$ cat src/rtl/seg7_pkg.sv
// Shared types and constants for the 7-segment scan driver and the producers that feed it.
// Segment bit order everywhere is {a,b,c,d,e,f,g,dp}, with 1 meaning lit.
package seg7_pkg;

  localparam int SEG_A  = 7;
  localparam int SEG_B  = 6;
  localparam int SEG_C  = 5;
  localparam int SEG_D  = 4;
  localparam int SEG_E  = 3;
  localparam int SEG_F  = 2;
  localparam int SEG_G  = 1;
  localparam int SEG_DP = 0;

  typedef logic [7:0] seg_pat_t;

  localparam seg_pat_t SEG_OFF = 8'h00;

  // Hex glyphs 0-F in {a,b,c,d,e,f,g,dp} order, dp dark
  localparam seg_pat_t HEX2SEG [16] = '{
    8'hFC, 8'h60, 8'hDA, 8'hF2, 8'h66, 8'hB6, 8'hBE, 8'hE0,
    8'hFE, 8'hF6, 8'hEE, 8'h3E, 8'h9C, 8'h7A, 8'h9E, 8'h8E
  };

  typedef enum logic {
    SLOT_BLANK = 1'b0,
    SLOT_ON    = 1'b1
  } slot_state_e;

  function automatic seg_pat_t hex2seg(input logic [3:0] nib, input logic dp);
    seg_pat_t pat;
    pat = HEX2SEG[nib];
    pat[SEG_DP] = dp;
    return pat;
  endfunction

  function automatic seg_pat_t seg_to_pins(input seg_pat_t pat);
    return ~pat;
  endfunction

endpackage

$ cat src/rtl/seg7_slot_timer.sv
// Slot prescaler, digit-select counter and the BLANK/ON slot state machine.
// Exposes the current slot position plus a one-cycle lookahead used by the registered pins.
import seg7_pkg::*;

module seg7_slot_timer #(
  parameter int NDIG  = 8,
  parameter int DIV   = 1000,
  parameter int BLANK = 16
) (
  input  logic       clk,
  input  logic       rst,
  output logic [2:0] cur_sel,
  output logic       slot_first,
  output logic [2:0] sel_nxt,
  output logic       on_window,
  output logic       frame_first
);

  localparam int PW = $clog2(DIV);
  localparam logic [PW-1:0] P_LAST       = PW'(DIV - 1);
  localparam logic [PW-1:0] P_BLANK_LAST = PW'(BLANK - 1);
  localparam logic [2:0]    SEL_LAST     = 3'(NDIG - 1);

  logic [PW-1:0] p_q, p_d;
  logic [2:0]    sel_q, sel_d;
  logic          run_q, run_d;
  slot_state_e   state_q, state_d;

  // run_q is low only for the single idle cycle after reset; the next edge enters slot 0
  always_comb begin
    p_d     = p_q;
    sel_d   = sel_q;
    run_d   = 1'b1;
    state_d = state_q;
    if (!run_q) begin
      p_d     = '0;
      sel_d   = '0;
      state_d = SLOT_BLANK;
    end else if (p_q == P_LAST) begin
      p_d     = '0;
      sel_d   = (sel_q == SEL_LAST) ? 3'd0 : sel_q + 3'd1;
      state_d = SLOT_BLANK;
    end else begin
      p_d = p_q + PW'(1);
      if (p_q == P_BLANK_LAST) begin
        state_d = SLOT_ON;
      end
    end
  end

  always_ff @(posedge clk) begin
    if (rst) begin
      p_q     <= '0;
      sel_q   <= '0;
      run_q   <= 1'b0;
      state_q <= SLOT_BLANK;
    end else begin
      p_q     <= p_d;
      sel_q   <= sel_d;
      run_q   <= run_d;
      state_q <= state_d;
    end
  end

  assign cur_sel     = sel_q;
  assign slot_first  = run_q && (p_q == '0);
  assign sel_nxt     = sel_d;
  assign on_window   = (state_d == SLOT_ON);
  assign frame_first = (p_d == '0) && (sel_d == 3'd0);

endmodule

$ cat src/rtl/seg7_scan_driver.sv
// Time-multiplexed 8-digit common-segment display driver with a double-buffered frame port.
// Frames are swapped only at the frame boundary, so a display never shows a torn frame.
import seg7_pkg::*;

module seg7_scan_driver #(
  parameter int NDIG  = 8,
  parameter int DIV   = 1000,
  parameter int BLANK = 16
) (
  input  logic              clk,
  input  logic              rst,
  input  logic              wr_valid,
  output logic              wr_ready,
  input  logic [8*NDIG-1:0] wr_data,
  output logic [7:0]        seg_n,
  output logic [NDIG-1:0]   dig_n,
  output logic [2:0]        cur_sel,
  output logic              frame_st
);

  logic [2:0] sel_nxt;
  logic       slot_first;
  logic       on_window;
  logic       frame_first;
  logic       boundary;
  logic       wr_fire;

  seg7_slot_timer #(
    .NDIG  (NDIG),
    .DIV   (DIV),
    .BLANK (BLANK)
  ) u_timer (
    .clk         (clk),
    .rst         (rst),
    .cur_sel     (cur_sel),
    .slot_first  (slot_first),
    .sel_nxt     (sel_nxt),
    .on_window   (on_window),
    .frame_first (frame_first)
  );

  // Buffers are sized for the full 3-bit digit index so the select never needs truncation
  seg_pat_t        pend_q   [8];
  seg_pat_t        pend_d   [8];
  seg_pat_t        shadow_q [8];
  seg_pat_t        shadow_d [8];
  logic            pend_full_q, pend_full_d;
  logic [7:0]      seg_n_q, seg_n_d;
  logic [NDIG-1:0] dig_n_q, dig_n_d;
  logic            frame_st_q, frame_st_d;

  assign boundary = slot_first && (cur_sel == 3'd0);
  assign wr_ready = !rst && !pend_full_q;
  assign wr_fire  = wr_valid && wr_ready;

  // A write can never coincide with the swap: it needs pend_full low, the swap needs it high
  always_comb begin
    pend_d      = pend_q;
    shadow_d    = shadow_q;
    pend_full_d = pend_full_q;
    if (boundary && pend_full_q) begin
      shadow_d    = pend_q;
      pend_full_d = 1'b0;
    end
    if (wr_fire) begin
      for (int k = 0; k < NDIG; k++) begin
        pend_d[k] = wr_data[8*k +: 8];
      end
      pend_full_d = 1'b1;
    end
  end

  // Pin registers are loaded from the timer lookahead so they move with the slot state
  always_comb begin
    seg_n_d    = seg_to_pins(SEG_OFF);
    dig_n_d    = '1;
    frame_st_d = frame_first;
    if (on_window) begin
      seg_n_d = seg_to_pins(shadow_d[sel_nxt]);
      for (int k = 0; k < NDIG; k++) begin
        if (sel_nxt == 3'(k)) begin
          dig_n_d[k] = 1'b0;
        end
      end
    end
  end

  always_ff @(posedge clk) begin
    if (rst) begin
      pend_q      <= '{default: '0};
      shadow_q    <= '{default: '0};
      pend_full_q <= 1'b0;
      seg_n_q     <= 8'hFF;
      dig_n_q     <= '1;
      frame_st_q  <= 1'b0;
    end else begin
      pend_q      <= pend_d;
      shadow_q    <= shadow_d;
      pend_full_q <= pend_full_d;
      seg_n_q     <= seg_n_d;
      dig_n_q     <= dig_n_d;
      frame_st_q  <= frame_st_d;
    end
  end

  assign seg_n    = seg_n_q;
  assign dig_n    = dig_n_q;
  assign frame_st = frame_st_q;

endmodule

$ cat config.mk
export PLATFORM = sky130hd
export DESIGN_NAME = seg7_scan_driver
export DESIGN_NICKNAME = d
export VERILOG_FILES = /design/src/rtl/seg7_pkg.sv /design/src/rtl/seg7_slot_timer.sv /design/src/rtl/seg7_scan_driver.sv
export SDC_FILE = /design/constraint.sdc
export NUM_CORES = 1
export LEC_CHECK = 0
export CAP_MARGIN = 20
export CELL_PAD_IN_SITES_DETAIL_PLACEMENT = 1
export CELL_PAD_IN_SITES_GLOBAL_PLACEMENT = 2
export CORE_UTILIZATION = 34
export DETAILED_ROUTE_END_ITERATION = 16
export PLACE_DENSITY = 0.82
export SLEW_MARGIN = 20
export SYNTH_ARGS = -nofsm -noshare
export SYNTH_HDL_FRONTEND = slang
export SYNTH_HIERARCHICAL = 1
export SYNTH_SLANG_ARGS = --single-unit
$ cat constraint.sdc
create_clock -name clk -period 3.5 [get_ports clk]
set_input_delay 0.875 -clock clk [delete_from_list [all_inputs] [get_ports clk]]
set_output_delay 0.875 -clock clk [all_outputs]
set_load 0.01 [all_outputs]
==> flow_summary_export.csv, run 1 <==
group,metric,value,unit
status,status,"finished clean",
floorplanning,core.rowCount,52,
cells_and_area,syn2layout_area_growth,24.4,%
floorplanning,dieWidth,147,µm
grt,overflow,0,
min_path,holdCritPathClass,"register to register",
sta,period_minus_slack,3230,ps
place,post-place-ws,232,ps
grt,grt_pass1_vias,6037,
floorplanning,io_pins,88,
cts,cts.hold.buffers_added,0,
setup_path,setup.worst_path.start_class,"register",
cts,clock_tree_from_tritoncts,"yes",
sta,fin_skew,9.00,ps
grt,grt_pass1_wl,32200,µm
drt,ant_nets,0,
cells_and_area,fin_area,0.00886,mm²
floorplanning,die_area,0.0215,mm²
place,io_buffers,87,
cts,clock_tree.htree_level_count,4,
cells_and_area,layout_commonest_cell,"nand2_1",
sta,peak_freq,0.309,GHz
yosys,mappedNetlistNets,899,
setup_path,cp.required,3840,ps
sta,worst_slack,268,ps
drt,num_vias,5950,
cells_and_area,final.fill_count,2360,
place,gp_congestion,0.775,
floorplanning,die_height,147,µm
cells_and_area,nets,957,
sta,unrepaired_setup_endpoints_after_global_routing,"false",
yosys,synth-edff-count,0,
drt,routed_wire_length_per_instance,16.9,µm
cells_and_area,post_route_cells_drive_above_1_share,0.0892,
power,power.density_cell_area,486,mW/mm²
yosys,synth_async_sr_flop_share,0,
drt,drc,0,
drt,vias_per_cell,5.10,
power,finalPower,4.30,mW
place,hpwl,13400,µm
drt,first_pass_iters,5,
cts,cts.reportedPaths.clkPinSlew,60,ps
grt,grt_antenna_before_repair,0,
sta,setup_total_negative_slack,0,ps
yosys,compound_gate_portion_of_the_synthesized_area,0.161,
yosys,yosys_reg_bits,161,
sta,slew_viol_final,0,
yosys,post_synth_mux_area_share,0.0606,
yosys,ys_warn_count,6,
grt,grt_start_max_net_pins,85,
grt,grt_usage,0.193,
yosys,synthXorXnorAreaFrac,0.0123,
job,maxCapViolCount,0,
floorplanning,core,0.0204,mm²
yosys,synth.avg_cell_area,8.60,µm²
setup_path,timing_worst_setup_path_type,"register to register",
drt,drt_wl_total,19700,µm
drt,first_iter_violations,299,
sta,post-route-period-util,0.923,
setup_path,worst-endpoint-arrival,3570,ps
yosys,combinational_family_with_the_most_area_after_synthesis,"simple AND/OR/NAND/NOR gates",
sta,setup_viol,0,
setup_path,critPathMaxFanout,8,
setup_path,critical_path.endpoint_type,"register",
cts,cts_resized,0,
cts,insertion_delay,430,ps
cts,cts_buffer_depth,2,
cts,clkSinkCount,161,
cts,postCtsSetupBuffers,0,
yosys,syn-cell-area,0.00712,mm²
yosys,yosys_most_used_dff,"dfxtp_1",
cells_and_area,layout_common_cells,"185 x nand2_1, 161 x dfxtp_1, 86 x clkdlybuf4s50_1, 71 x nand2b_1, 67 x o21ai_0",
power,leakage,3.07,nW
cts,clock-root-buffer,"clkbuf_16",
power,worst_ir_drop_vdd,0.290,mV
place,dpl-instance-area,0.00821,mm²
cells_and_area,antennaDiodeCount,0,
yosys,synth.distinct_cells,67,
floorplanning,initial_core_util,0.350,
sta,finalHoldViolCount,0,
sta,worstMarginPinSlew,738,ps
sta,relSlewSlack,0.508,
yosys,synthCells,828,
yosys,synth_adder_area_share,0.00703,
cts,cts_buffers,17,
yosys,proportion_of_synthesized_chip_area_in_sequential_cells,0.453,
yosys,synth-simple-area-share,0.254,
## report_power, final
part	internal (mW)	switching (mW)	total, mW
Combinational	0.154	0.149	0.302
Clock	1.27	0.763	2.03
Sequential	1.90	0.0614	1.97
## metal layers
layer	routed length [µm]	GRT usage	part of all wire
met2	9300	0.310	0.47
met3	713	0.0419	0.036
met5	0	0	0
met4	293	0.0641	0.015
met1	9430	0.255	0.48
## path summary, 6_finish.rpt
kind,from,end,slack [ps],cells after the start
min,shadow_q[45]$_SDFF_PP0_,shadow_q[45]$_SDFF_PP0_,450,2
max reg2reg,u_timer/p_q[0]$_SDFF_PP0_,seg_n[5]$_SDFF_PP1_,270,10
max,u_timer/p_q[0]$_SDFF_PP0_,seg_n[5]$_SDFF_PP1_,270,10
min reg2reg,shadow_q[45]$_SDFF_PP0_,shadow_q[45]$_SDFF_PP0_,450,2
## critical path: stages (launching register included)
cell	delay, ps
dfxtp_1	420
ha_1	330
nand3b_4	110
nor3_4	340
mux2i_1	200
nor2b_4	310
nor2b_1	500
o21ai_0	150
o21ai_0	380
o32ai_1	160
a221oi_2	240
## flip-flops by register name, summed over array words and instances (netlist names), 3 cells and up
signal / flops
dig_n: 8
pend_q: 64
u_timer/p_q: 10
shadow_q: 64
seg_n: 8
u_timer/cur_sel: 3
## cell type report
cell class	count	area [µm²]	share of cell area
clock buffer	19	443	0.0500
tap	270	338	0.0381
sequential	161	3220	0.364
inverter	9	36.3	0.00410
multi-input combinational	591	3550	0.401
clock inverter	11	188	0.0212
timing repair buffer	106	1070	0.121
## Yosys cell counts (all sizes together), types with 2 or more instances
cell type | n | area [µm²]
a211oi | 10 | 75.1
or2 | 2 | 12.5
nand4 | 2 | 12.5
nor2b | 8 | 50.1
nor3b | 5 | 42.5
nor3 | 13 | 76.3
buf | 29 | 191
a21boi | 5 | 37.5
ha | 4 | 50.1
or3 | 2 | 12.5
inv | 9 | 36.3
o211ai | 2 | 20.0
mux2i | 15 | 150
and2 | 2 | 12.5
a21oi | 61 | 305
and3 | 3 | 23.8
or4 | 7 | 52.6
nand2 | 186 | 714
clkbuf | 38 | 144
o31ai | 3 | 22.5
nor4 | 2 | 18.8
o21ai | 67 | 335
a2111oi | 4 | 55.1
nand3 | 12 | 60.1
nand3b | 5 | 50.1
a22oi | 4 | 30.0
o32ai | 4 | 35.0
xnor2 | 7 | 61.3
mux4 | 12 | 282
xor2 | 3 | 26.3
o22ai | 3 | 18.8
o311ai | 6 | 52.6
a41oi | 4 | 35.0
nor2 | 37 | 139
nand2b | 71 | 444
a221oi | 7 | 92.6
dfxtp | 161 | 3220
nor4b | 3 | 26.3
## kinds of logic after synthesis
logic type	Yosys count
buffers and inverters	76
AOI/OAI and AO/OA	184
adders and majority gates	4
DFF	161
and+or+nand+nor	366
xor gates and xnor gates	10
muxes	27
## through the flow
step | util | hold slack [ps] | cells
after floorplan | - | 432 | 828
after global placement | 0.403 | 438 | 1137
after detailed placement | 0.403 | 446 | 1137
after CTS | 0.434 | 454 | 1167
after global routing | 0.435 | 466 | 1167
final | 0.435 | 454 | 1167
Note: power is estimated with default switching activity, not from simulation.
==> run 2, diff against run 1 <==
--- a/config.mk
+++ b/config.mk
@@ -10,7 +10,9 @@
 export CELL_PAD_IN_SITES_GLOBAL_PLACEMENT = 2
 export CORE_UTILIZATION = 34
 export DETAILED_ROUTE_END_ITERATION = 16
+export GPL_TIMING_DRIVEN = 1
 export PLACE_DENSITY = 0.82
+export SETUP_SLACK_MARGIN = 0.4
 export SLEW_MARGIN = 20
 export SYNTH_ARGS = -nofsm -noshare
 export SYNTH_HDL_FRONTEND = slang
==> run 2 against run 1 <==
Cell count rose by 0.51%. Worst hold slack got worse by 0.97 ps. Non-clock buffer count rose by 5. Cell area rose by 1.5%. Clock-buffer cell count did not move. Utilization rose by 0.65 points. Sequential power barely moved. Maximum frequency rose by 8.3%. Clock power barely moved. Total power rose by 0.27%. Largest cell class unchanged. Highest routed layer unchanged.
==> flow_summary_export.csv, run 2 (synthesized netlist as in run 1, its figures left out) <==
group,metric,value,unit
drt,first_pass_iters,5,
drt,routed_wire_length_per_instance,17.3,µm
floorplanning,initial_core_util,0.350,
place,io_buffers,87,
drt,vias_per_cell,5.08,
cells_and_area,layout_common_cells,"185 x nand2_1, 158 x dfxtp_1, 86 x clkdlybuf4s50_1, 70 x nand2b_1, 66 x o21ai_0",
cts,cts_buffer_depth,2,
place,hpwl,13400,µm
cells_and_area,final.fill_count,2363,
cells_and_area,antennaDiodeCount,0,
sta,unrepaired_setup_endpoints_after_global_routing,"true",
min_path,worst_hold_path.num_cells,2,
sta,worstMarginPinSlew,751,ps
setup_path,critPathMaxFanout,12,
cts,cts.reportedPaths.clkPinSlew,60,ps
sta,setup_viol,0,
cells_and_area,layout_commonest_cell,"nand2_1",
cts,cts_buffers,17,
cells_and_area,fin_area,0.00899,mm²
drt,ant_nets,0,
floorplanning,dieWidth,147,µm
drt,drc,0,
power,power.density_cell_area,480,mW/mm²
sta,slew_viol_final,0,
setup_path,cp.required,3850,ps
setup_path,worst-endpoint-arrival,3330,ps
floorplanning,core.rowCount,52,
floorplanning,die_area,0.0215,mm²
min_path,holdCritPathClass,"register to register",
grt,overflow,0,
floorplanning,core,0.0204,mm²
setup_path,timing_worst_setup_path_type,"register to register",
grt,grt_pass1_wl,32400,µm
power,leakage,3.12,nW
setup_path,setup.worst_path.start_class,"register",
sta,period_minus_slack,2990,ps
drt,first_iter_violations,335,
sta,finalHoldViolCount,0,
cts,insertion_delay,430,ps
sta,fin_skew,6.89,ps
floorplanning,io_pins,88,
cells_and_area,syn2layout_area_growth,26.2,%
setup_path,critical_path.reg2reg.startpoint,"u_timer/p_q[0]$_SDFF_PP0_",
cells_and_area,largestRegisters,"pend_q x64, shadow_q x64, u_timer/p_q x10",
grt,grt_start_max_net_pins,85,
min_path,min_delay_worst_endpoint,"shadow_q[45]$_SDFF_PP0_",
job,maxCapViolCount,0,
setup_path,endpoint_of_the_worst_slack_reg_to_reg_timing_path,"seg_n[6]$_SDFF_PP1_",
sta,peak_freq,0.335,GHz
min_path,hold_path.startpoint,"shadow_q[45]$_SDFF_PP0_",
setup_path,critical_path.endpoint_type,"register",
cells_and_area,post_route_cells_drive_above_1_share,0.112,
place,dpl-instance-area,0.00821,mm²
sta,relSlewSlack,0.499,
cts,clock_tree.htree_level_count,4,
cts,clock-root-buffer,"clkbuf_16",
grt,grt_antenna_before_repair,0,
place,gp_congestion,0.775,
setup_path,rr_worst_depth,10,
grt,grt_pass1_vias,6043,
power,worst_ir_drop_vdd,0.283,mV
drt,drt_wl_total,20300,µm
cts,clkSinkCount,161,
setup_path,regToRegSetupSlack,510,ps
sta,setup_total_negative_slack,0,ps
floorplanning,die_height,147,µm
cells_and_area,nets,963,
status,status,"finished clean",
grt,grt_usage,0.194,
sta,post-route-period-util,0.853,
cts,clock_tree_from_tritoncts,"yes",
drt,num_vias,5964,
cts,cts.hold.buffers_added,0,
==> run 2: cell types whose count changed in the layout (fill, tap and decap cells not counted), sizes merged <==
cell | previous run | this run
buf | 20 | 25
nand2 | 186 | 187
==> run 2: how the worst max path moves through the flow <==
stage                                      to  slack [ps]                      start
final                     seg_n[6]$_SDFF_PP1_         510  u_timer/p_q[0]$_SDFF_PP0_
after global routing      seg_n[6]$_SDFF_PP1_         310  u_timer/p_q[0]$_SDFF_PP0_
after CTS                 seg_n[1]$_SDFF_PP1_         410  u_timer/p_q[9]$_SDFF_PP0_
after detailed placement  seg_n[6]$_SDFF_PP1_         230  u_timer/p_q[0]$_SDFF_PP0_
after global placement    seg_n[6]$_SDFF_PP1_         380  u_timer/p_q[0]$_SDFF_PP0_
after floorplan           seg_n[6]$_SDFF_PP1_         740  u_timer/p_q[1]$_SDFF_PP0_
==> run 2: metrics by stage <==
step	setup WS (ps)	total power, mW	hold slack, ps	util	cells
floorplan	741	2.16	432	-	828
global placement	376	2.31	438	0.403	1137
detailed placement	232	2.31	446	0.403	1137
CTS	410	4.35	454	0.436	1167
global route	308	4.48	466	0.441	1173
finish	515	4.31	453	0.441	1173
==> run 2: cell type report <==
cell class / instances / area [µm²] / share of cell area
multi-input cells: 592 / 3640 / 0.405
flip-flops and latches: 161 / 3230 / 0.359
repair buffers: 111 / 1110 / 0.124
clock buffers: 19 / 443 / 0.0493
well taps: 270 / 338 / 0.0376
clock inverters: 11 / 188 / 0.0209
inverters: 9 / 36.3 / 0.00404
==> run 2: timing repair <==
item | CTS | global route
setup endpoints to repair | 7 | 7
cloned | 0 | 1
resized for setup | 11 | 15
pin swaps | 0 | 2
buffers inserted | 0 | 5
==> run 2: where the power goes <==
part	switching [mW]	leakage (nW)	total [mW]	internal (mW)
clock	0.767	0.301	2.04	1.27
sequential	0.0621	1.31	1.97	1.90
combinational	0.153	1.50	0.309	0.156
total	0.982	3.12	4.31	3.33
==> run 2: metal layers <==
metal | GRT usage | routed length (µm)
met1 | 0.258 | 9810
met2 | 0.313 | 9530
met3 | 0.0398 | 677
met4 | 0.0620 | 258
met5 | 0 | 0
==> run 2: worst max-delay path, stage by stage, from the launching register on <==
cell	delay [ps]
dfxtp_1	440
ha_2	290
nand3b_4	90
nor3_4	270
mux2i_2	360
nor2b_4	130
nand2b_2	310
or4_1	440
o311ai_0	160
o22ai_1	160
a221oi_2	230
==> run 3, diff against run 2 <==
--- a/config.mk
+++ b/config.mk
@@ -13,6 +13,7 @@
 export GPL_TIMING_DRIVEN = 1
 export PLACE_DENSITY = 0.82
 export SETUP_SLACK_MARGIN = 0.4
+export SKIP_CTS_REPAIR_TIMING = 1
 export SLEW_MARGIN = 20
 export SYNTH_ARGS = -nofsm -noshare
 export SYNTH_HDL_FRONTEND = slang
==> run 3 against run 2 <==
Total power about the same. First-iteration DRC count grew 0.90%. Sequential cell count did not move. Combinational power about the same. Maximum frequency grew 0.28%. Sequential share of layout area did not move. Register-to-register slack barely moved. Non-clock buffer count is the same. Cell count unchanged. Clock-buffer cell count unchanged. Routed wire length increased by 0.33%. Clock skew increased by 3.1 ps.
==> flow_summary_export.csv, run 3 (synthesized netlist as in run 1, its figures left out) <==
group,metric,value,unit
status,status,"finished clean",
grt,grt_usage,0.193,
sta,finalHoldViolCount,0,
floorplanning,io_pins,88,
place,io_buffers,87,
cts,cts_buffer_depth,2,
floorplanning,core,0.0204,mm²
sta,slew_viol_final,0,
job,maxCapViolCount,0,
sta,relSlewSlack,0.502,
cells_and_area,layout_commonest_cell,"nand2_1",
setup_path,worst_path_max_delay_cell,"or4_1",
cells_and_area,largestRegisters,"pend_q x64, shadow_q x64, u_timer/p_q x10",
setup_path,cp.required,3850,ps
floorplanning,die_area,0.0215,mm²
setup_path,timing.critical_path.slowest_cell_delay,440,ps
setup_path,setup.worst_path.start_class,"register",
drt,routed_wire_length_per_instance,17.3,µm
sta,hold-worst-slack,454,ps
setup_path,critPathMaxFanout,12,
drt,drt_wl_total,20300,µm
drt,num_vias,5982,
sta,peak_freq,0.336,GHz
cts,clock_tree.htree_level_count,4,
drt,first_pass_iters,4,
power,power.density_cell_area,480,mW/mm²
cells_and_area,final.fill_count,2364,
setup_path,timing_worst_setup_path_type,"register to register",
cts,cts.reportedPaths.clkPinSlew,60,ps
cts,clock_tree_from_tritoncts,"yes",
drt,vias_per_cell,5.10,
setup_path,critical_path.endpoint_type,"register",
power,leakage,3.12,nW
cells_and_area,layout_common_cells,"185 x nand2_1, 158 x dfxtp_1, 86 x clkdlybuf4s50_1, 70 x nand2b_1, 66 x o21ai_0",
sta,setup_viol,0,
grt,grt_antenna_before_repair,0,
place,gp_congestion,0.775,
place,dpl-instance-area,0.00821,mm²
cts,clock-root-buffer,"clkbuf_16",
cts,cts_buffers,17,
cells_and_area,antennaDiodeCount,0,
cts,insertion_delay,430,ps
sta,period_minus_slack,2980,ps
grt,overflow,0,
floorplanning,core.rowCount,52,
cells_and_area,final_core_util,0.441,
setup_path,cpLargestDelayFamily,"simple AND/OR/NAND/NOR gates",
drt,drc,0,
min_path,holdCritPathClass,"register to register",
sta,post-route-period-util,0.851,
cells_and_area,nets,963,
sta,setup_total_negative_slack,0,ps
grt,grt_pass1_vias,6037,
sta,worstMarginPinSlew,747,ps
cells_and_area,post_route_cells_drive_above_1_share,0.112,
floorplanning,die_height,147,µm
grt,grt_start_max_net_pins,85,
cells_and_area,syn2layout_area_growth,26.2,%
power,worst_ir_drop_vdd,0.280,mV
power,finalPower,4.31,mW
setup_path,regToRegSetupSlack,520,ps
sta,fin_skew,10.0,ps
setup_path,worst-endpoint-arrival,3320,ps
grt,grt_pass1_wl,32200,µm
setup_path,path_buf_inv,0,
setup_path,crit_path_cell_trace,"ha_2 -> nand3b_4 -> nor3_4 -> mux2i_2 -> nor2b_4 -> nand2b_2 -> or4_1 -> o311ai_0 -> o22ai_1 -> a221oi_2",
floorplanning,dieWidth,147,µm
sta,unrepaired_setup_endpoints_after_global_routing,"true",
cts,clkSinkCount,161,
place,hpwl,13400,µm
drt,ant_nets,0,
floorplanning,initial_core_util,0.350,
cells_and_area,fin_area,0.00899,mm²
drt,first_iter_violations,338,
[run 3: cell counts in the layout (fill, tap and decap cells not counted)]
Identical to the previous run, type by type.
[run 3: layout make-up]
cell class / count / area (µm²) / share of cell area
flip-flops and latches: 161 / 3230 / 0.359
well taps: 270 / 338 / 0.0376
clock buffers: 19 / 443 / 0.0493
inverters: 9 / 36.3 / 0.00404
clock inverters: 11 / 188 / 0.0209
repair buffers: 111 / 1110 / 0.124
multi-input cells: 592 / 3640 / 0.405
[run 3: tightest hold or removal path: cells and delay by family, from the launching register on]
kind | cells | cell delay [ps]
AOI/OAI and AO/OA | 1 | 50
DFF | 1 | 310
and+or+nand+nor | 1 | 50
[run 3: per-layer routing]
metal,vias up,GRT usage,wire [µm]
met3,19,0.0419,730
li1,2963,-,-
met5,-,0,0
met4,0,0.0641,295
met2,99,0.310,9510
met1,2901,0.255,9800
[run 3: path summary, 6_finish.rpt]
path | startpoint | to | cells past startpoint
max | u_timer/p_q[0]$_SDFF_PP0_ | seg_n[6]$_SDFF_PP1_ | 10
min | shadow_q[45]$_SDFF_PP0_ | shadow_q[45]$_SDFF_PP0_ | 2
max reg2reg | u_timer/p_q[0]$_SDFF_PP0_ | seg_n[6]$_SDFF_PP1_ | 10
min reg2reg | shadow_q[45]$_SDFF_PP0_ | shadow_q[45]$_SDFF_PP0_ | 2
[run 3: through the flow]
step | setup WS (ps) | instances
3_5_place_dp | 232 | 1137
5_1_grt | 331 | 1173
3_3_place_gp | 376 | 1137
2_1_floorplan | 741 | 828
6_report | 523 | 1173
4_1_cts | 89.3 | 1167
[run 3: report_power, final]
part	leakage (nW)	internal [mW]	total, mW	switching (mW)
clock	0.301	1.27	2.04	0.765
combinational	1.50	0.156	0.309	0.153
sequential	1.31	1.90	1.97	0.0621
